File: src/rtl/tohost_monitor.sv
// Host-side monitor for the tohost CSR: queues nonzero words for the host,
// decodes riscv-tests pass/fail termination and flags runaway programs.
module tohost_monitor #(
  parameter int unsigned FIFO_DEPTH     = 4,
  parameter int unsigned TIMEOUT_CYCLES = 1000000
) (
  input  logic        clk,
  input  logic        rst,
  input  logic [31:0] tohost_csr,
  output logic [31:0] host_data,
  output logic        host_valid,
  input  logic        host_ready,
  output logic        test_done,
  output logic        test_pass,
  output logic [30:0] test_fail_id,
  output logic        timeout,
  output logic        overflow,
  output logic [31:0] cycle_count
);

  localparam int unsigned AW = (FIFO_DEPTH > 1) ? $clog2(FIFO_DEPTH) : 1;
  localparam int unsigned PW = AW + 1;

  typedef enum logic [1:0] {
    ST_RUN     = 2'd0,
    ST_DONE    = 2'd1,
    ST_TIMEOUT = 2'd2
  } state_t;

  state_t        state;
  logic [31:0]   mem [FIFO_DEPTH];
  logic [PW-1:0] wptr;
  logic [PW-1:0] rptr;

  logic empty;
  logic full;
  logic pop;
  logic capture;
  logic term;
  logic push;
  logic hit_limit;

  // Wrap-bit pointers: equal means empty, only wrap bits differing means full.
  assign empty     = (wptr == rptr);
  assign full      = (wptr[AW] != rptr[AW]) && (wptr[AW-1:0] == rptr[AW-1:0]);
  assign pop       = !empty && host_ready;
  assign capture   = (state == ST_RUN) && (tohost_csr != 32'd0);
  assign term      = capture && tohost_csr[0];
  assign push      = capture && (!full || pop);
  assign hit_limit = ((33'(cycle_count) + 33'd1) == 33'(TIMEOUT_CYCLES));

  assign host_valid = !empty;
  assign host_data  = mem[rptr[AW-1:0]];

  always_ff @(posedge clk) begin
    if (rst) begin
      state        <= ST_RUN;
      wptr         <= '0;
      rptr         <= '0;
      test_done    <= 1'b0;
      test_pass    <= 1'b0;
      test_fail_id <= '0;
      timeout      <= 1'b0;
      overflow     <= 1'b0;
      cycle_count  <= '0;
      for (int i = 0; i < int'(FIFO_DEPTH); i++) begin
        mem[i] <= '0;
      end
    end else begin
      if (push) begin
        mem[wptr[AW-1:0]] <= tohost_csr;
        wptr              <= wptr + PW'(1);
      end
      if (pop) begin
        rptr <= rptr + PW'(1);
      end
      if (capture && full && !pop) begin
        overflow <= 1'b1;
      end

      // A terminating word updates status even when the FIFO drops it.
      if (term) begin
        test_done    <= 1'b1;
        test_pass    <= (tohost_csr == 32'd1);
        test_fail_id <= (tohost_csr == 32'd1) ? 31'd0 : tohost_csr[31:1];
        state        <= ST_DONE;
      end

      if (state == ST_RUN) begin
        cycle_count <= cycle_count + 32'd1;
        if (!term && hit_limit) begin
          timeout <= 1'b1;
          state   <= ST_TIMEOUT;
        end
      end
    end
  end

endmodule
File: config.mk
export PLATFORM = sky130hd
export DESIGN_NAME = tohost_monitor
export DESIGN_NICKNAME = d
export VERILOG_FILES = /design/src/rtl/tohost_monitor.sv
export SDC_FILE = /design/constraint.sdc
export NUM_CORES = 1
export LEC_CHECK = 0
export BUFFER_PORTS_ARGS = -buffer_cell sky130_fd_sc_hd__buf_2
export CORE_ASPECT_RATIO = 1.2
export CORE_MARGIN = 5
export CORE_UTILIZATION = 59
export CTS_BUF_LIST = sky130_fd_sc_hd__clkbuf_4 sky130_fd_sc_hd__clkbuf_8
export CTS_CLUSTER_DIAMETER = 120
export DETAILED_ROUTE_END_ITERATION = 8
export MAX_ROUTING_LAYER = met4
export PLACE_DENSITY = 0.82
export SLEW_MARGIN = 20
export SYNTH_ARGS = -nofsm -noshare
export SYNTH_HDL_FRONTEND = slang
export SYNTH_SLANG_ARGS = --single-unit
File: constraint.sdc
create_clock -name clk -period 3.99 [get_ports clk]
set_input_delay 0.5985 -clock clk [delete_from_list [all_inputs] [get_ports clk]]
set_output_delay 0.5985 -clock clk [all_outputs]
set_load 0.03 [all_outputs]
==> Yosys cells after proc, flatten, opt, wreduce, memory -nomap -nowiden <==
Memory sizes are Yosys's and may differ from the RTL's. A register that Yosys moved wholly into a read port is not among the register bits.
Index checks and enable logic that the tools add are counted.
{ "totals": {"ff_bits": 75, "latchBits": 0, "ramBits": 128, "rom_bits": 0, "inputBits": 35, "elab_cells": 50, "mem_count": 1} }
{ "classes": {"n_addsub": 4, "mul": 0, "n_div": 0, "magnitude_cmp": 0, "n_eq_ne": 5, "shift": 0, "n_mux": 14, "n_bitwise": 0, "n_reduce_logical": 17} }
{ "mem_list": {"columns": ["memory", "words", "width", "rd", "rd_ports_with_merged_regs", "write_ports", "line", "text"], "rows": [
  ["mem", 4, 32, 1, 1, 4, "31", "logic [31:0] mem [FIFO_DEPTH];"]
]} }
{ "op_table": {"columns": ["op", "count"], "rows": [
  ["32-bit by 1-bit adder with 33-bit output, second input constant", 1],
  ["33-bit by 20-bit equality test with 1-bit output, second input constant", 1],
  ["32-bit by 1-bit adder with 32-bit output, second input constant", 1],
  ["32-bit by 1-bit equality test with 1-bit output, second input constant", 1],
  ["32-bit 2-to-1 mux", 1],
  ["32-bit nonzero test", 1],
  ["32-bit OR reduction", 1],
  ["31-bit 2-to-1 mux", 1],
  ["2-bit 2-to-1 mux", 6],
  ["1-bit logical AND", 8],
  ["3-bit by 1-bit adder with 3-bit output, second input constant", 2],
  ["1-bit 2-to-1 mux", 6],
  ["1-bit zero test", 4],
  ["3-bit equality test", 1],
  ["2-bit equality test", 1],
  ["2-bit zero test", 1],
  ["2-bit AND reduction", 1],
  ["1-bit logical OR", 1],
  ["1-bit inequality test", 1]
]} }

==> Longest topological paths before layout <==
{ "logic_depth": {"depth_word": 10, "ltp_mapped": 8, "ltp_nobuf": 7} }

==> Worst setup path after synthesis <==
No wires, ideal clock.
{ "synth_timing": {"path_kind": "in2reg", "startpoint": "input port tohost_csr[0]", "endpoint": "memory mem[3][0] (enable)", "setup_ps": 428, "t_arrival_ps": 2685, "slack_ps": 877, "path_stages": 3, "path_cell_list": "clkbuf_1 > o311ai_1 > o21bai_1"} }
{ "synth_lines": {"columns": ["element", "line", "text"], "rows": [
  ["from (decl)", "9", "input logic [31:0] tohost_csr,"],
  ["to (decl)", "31", null]
]} }

==> Worst setup path after layout <==
{ "layout_timing": {"startpoint": "register cycle_count[3]", "endpoint": "register timeout"} }
{ "layout_between": {"elab_chain_len": 4} }
{ "layout_rtl": {"columns": ["element", "line", "text"], "rows": [
  ["from (decl)", "18", "output logic [31:0] cycle_count"],
  ["from (signal assigned)", "90", "cycle_count <= cycle_count + 32'd1;"],
  ["32-bit by 1-bit adder with 33-bit output", "50", "assign hit_limit = ((33'(cycle_count) + 33'd1) == 33'(TIMEOUT_CYCLES));"],
  ["33-bit by 20-bit equality test with 1-bit output", "50", null],
  ["1-bit logical AND", "91", "if (!term && hit_limit) begin"],
  ["2-bit AND reduction (no line)", null, null],
  ["to (signal assigned)", "63", "timeout <= 1'b0;"],
  ["to (signal assigned)", "92", "timeout <= 1'b1;"],
  ["to (decl)", "16", "output logic timeout,"]
]} }
Every way passes these cells.
A chain may end at the register's enable or synchronous reset.

==> reports/metrics.cfg <==
[outcome]
outcome = finished clean

[global_route]
antenna_found_initial = 1
grt_pass1_vias = 6562
grt_max_degree = 50
grt_usage_pct = 23.22
grt_pass1_wl_um = 33730
grt_overflow = 0

[clock_tree]
post_cts_buffers = 0
cts.repair.resized = 0
htreeDepth = 1
numCtsBuffers = 31
cts_tree = built
clk_pin_slew_ns = 0.06
insertion_delay_ns = 0.56
cts-root-buf = clkbuf_8
cts_sinks = 205
hold_buffers = 0
cts.path.max_buffers = 3

[yosys]
yosysSeqAreaShare_pct = 58.20
postSynthNetCount = 832
yosysMostFrequentCell = and2_1
synth-seq-cells = 205
synth_top_area_share_pct = 41.54
synth.cell_area_sq_mm = 0.009253
yosys_warnings = 0
postSynthCellCount = 793
synthTopCellsByCount = and2_1, edfxtp_1, nand2_1, dfxtp_1
synth_edf_count = 128
yosys.area.top_type = edfxtp_1
ys.flop_type = edfxtp_1
ys_types = 60
synthTopCellsByArea = edfxtp_1, dfxtp_1, and2_1
synthArstFlopShare_pct = 0
avgSynthCellArea_sq_um = 11.67

[die]
coreArea_sq_mm = 0.01551
die_h_um = 147.2
initial_utilization_pct = 59.64
pin_count = 135
design.die.area_sq_mm = 0.01830
die_x_um = 124.3
num_rows = 50

[route]
drc = 0
first_iter_violations = 386
wl_met3_um = 1595
dr_total_vias = 6547
topRoutingLayerUsed = met4
routed_wl_um = 20660
avgRoutedWirePerCell_um = 17.90
wl_met1_um = 8098
ant_nets = 0
avgViaCountPerCell = 5.673
route.met2.wl_um = 10610
dr.pass1.iters = 5

[final_layout]
syn2layout_area_growth_pct = 16.06
final_util_pct = 69.22
drive_gt1_share_pct = 26.77
num-nets-final = 959

[sta]
slew_violations = 0
fmax_mhz = 318.0
finalCritPeriodShare_pct = 78.81
rsz0062_at_grt = no
worst_pin_slew_ns = 1.066
max-slew-margin-rel_pct = 28.76
finalSetupViolations = 0
fin_ws_ns = 0.8455
period_minus_slack_ns = 3.145
finClkSkew_ns = 0.01371
finalHoldViolCount = 0
tns_ns = 0
whs_ns = 0.3153

[critical_path]
crit_required_ns = 4.45
cp_max_fo = 12
worstSetupStartpointType = flop
cp.arrival_ns = 3.61
crit_type = reg2reg
setup.worst_path.end_class = flop

[pwr]
peakVddDrop_mv = 0.2503
report.power.total_uw = 5433
leakage_uw = 0.004170
powerDensity_mw_per_mm2 = 505.9

[run]
drv_cap = 0

[placement]
pre_cts_ws_ns = 0.7541
port_buffers = 134
dp_hpwl_um = 13470
gp_congestion = 0.8855

[worst_hold_path]
hold_class = in2reg

-- metal layers --
| layer | vias to the layer above | global-route usage [%] |
|---|---|---|
| met3 | 28 | 5.200 |
| li1 | 3111 | - |
| met5 | - | - |
| met2 | 253 | 39.88 |
| met1 | 3155 | 27.74 |
| met4 | 0 | 6.524 |
-- flip-flops by register name (all words and copies together) (netlist names), named ones only --
register and flops:
rptr 3, wptr 3, timeout 1, test_fail_id 31, state 2, cycle_count 32, test_done 1, mem 128
overflow 1, test_pass 1
-- report_power, final --
part | switching (uW) | leakage, uW | internal, uW
clock | 770 | 0.000345 | 949
combinational | 740 | 0.00186 | 435
sequential | 89.9 | 0.00196 | 2450
total | 1600 | 0.00417 | 3830
-- placed cells by master (no fill, tap or decap), types with 5 or more instances in the layout --
master    Yosys  layout
and3_1        6       6
nor4_1       20      19
clkbuf_8      0      34
a21oi_1      46      46
nand3_1      21      21
buf_4         1      13
xor2_1       17      17
buf_2         0     134
edfxtp_1    128     128
nor2_1       46      45
xnor2_1      20      20
inv_1         8       8
mux4_2       32      32
nand4_1      14      14
o21ai_0      11      11
or3_1        10      10
nand2_1      84      84
clkbuf_4      0      18
dfxtp_1      77      76
nand2b_1      5       5
nor3_1       10      10
and2_1      131     131
-- kinds of logic after synthesis --
family	count (synthesis)	synth area share, %
compound gates	83	5.666
xor+xnor	37	3.502
fa+ha+maj	4	0.5409
buf+inv	61	2.623
flops	205	58.20
mux	33	7.897
simple gates	370	21.57
-- final cells by class --
type / count / area (sq um)
Sequential cell: 205 / 5386
Fill cell: 1163 / 4776
Multi-Input combinational cell: 527 / 3657
Timing Repair Buffer: 147 / 768.2
Clock buffer: 52 / 603.1
Tap cell: 208 / 260.3
Clock inverter: 6 / 31.28
Inverter: 8 / 30.03
Antenna cell: 1 / 2.502
-- worst max-delay path: stages, from the launching register on --
cell and delay (ns):
dfxtp_1 0.46, nand4_1 0.40, or4_1 0.72, or4_4 0.59
a2111oi_4 0.40, o2111ai_1 0.21, o31ai_1 0.26
-- path summary, 6_finish.rpt --
path                     from          endpoint  slack (ns)  depth (start not counted)
min reg2reg  test_fail_id[12]  test_fail_id[12]        0.45                          2
max reg2reg    cycle_count[3]           timeout        0.85                          6
max            cycle_count[3]           timeout        0.85                          6
min            tohost_csr[13]  test_fail_id[12]        0.32                          3
-- per-stage QoR --
step	cell area, sq um	std cells
floorplan	9253	793
global placement	10100	1095
detailed placement	10100	1095
CTS	10740	1153
global route	10740	1154
finish	10740	1154
No activity file was read; power rests on OpenSTA's default activity.
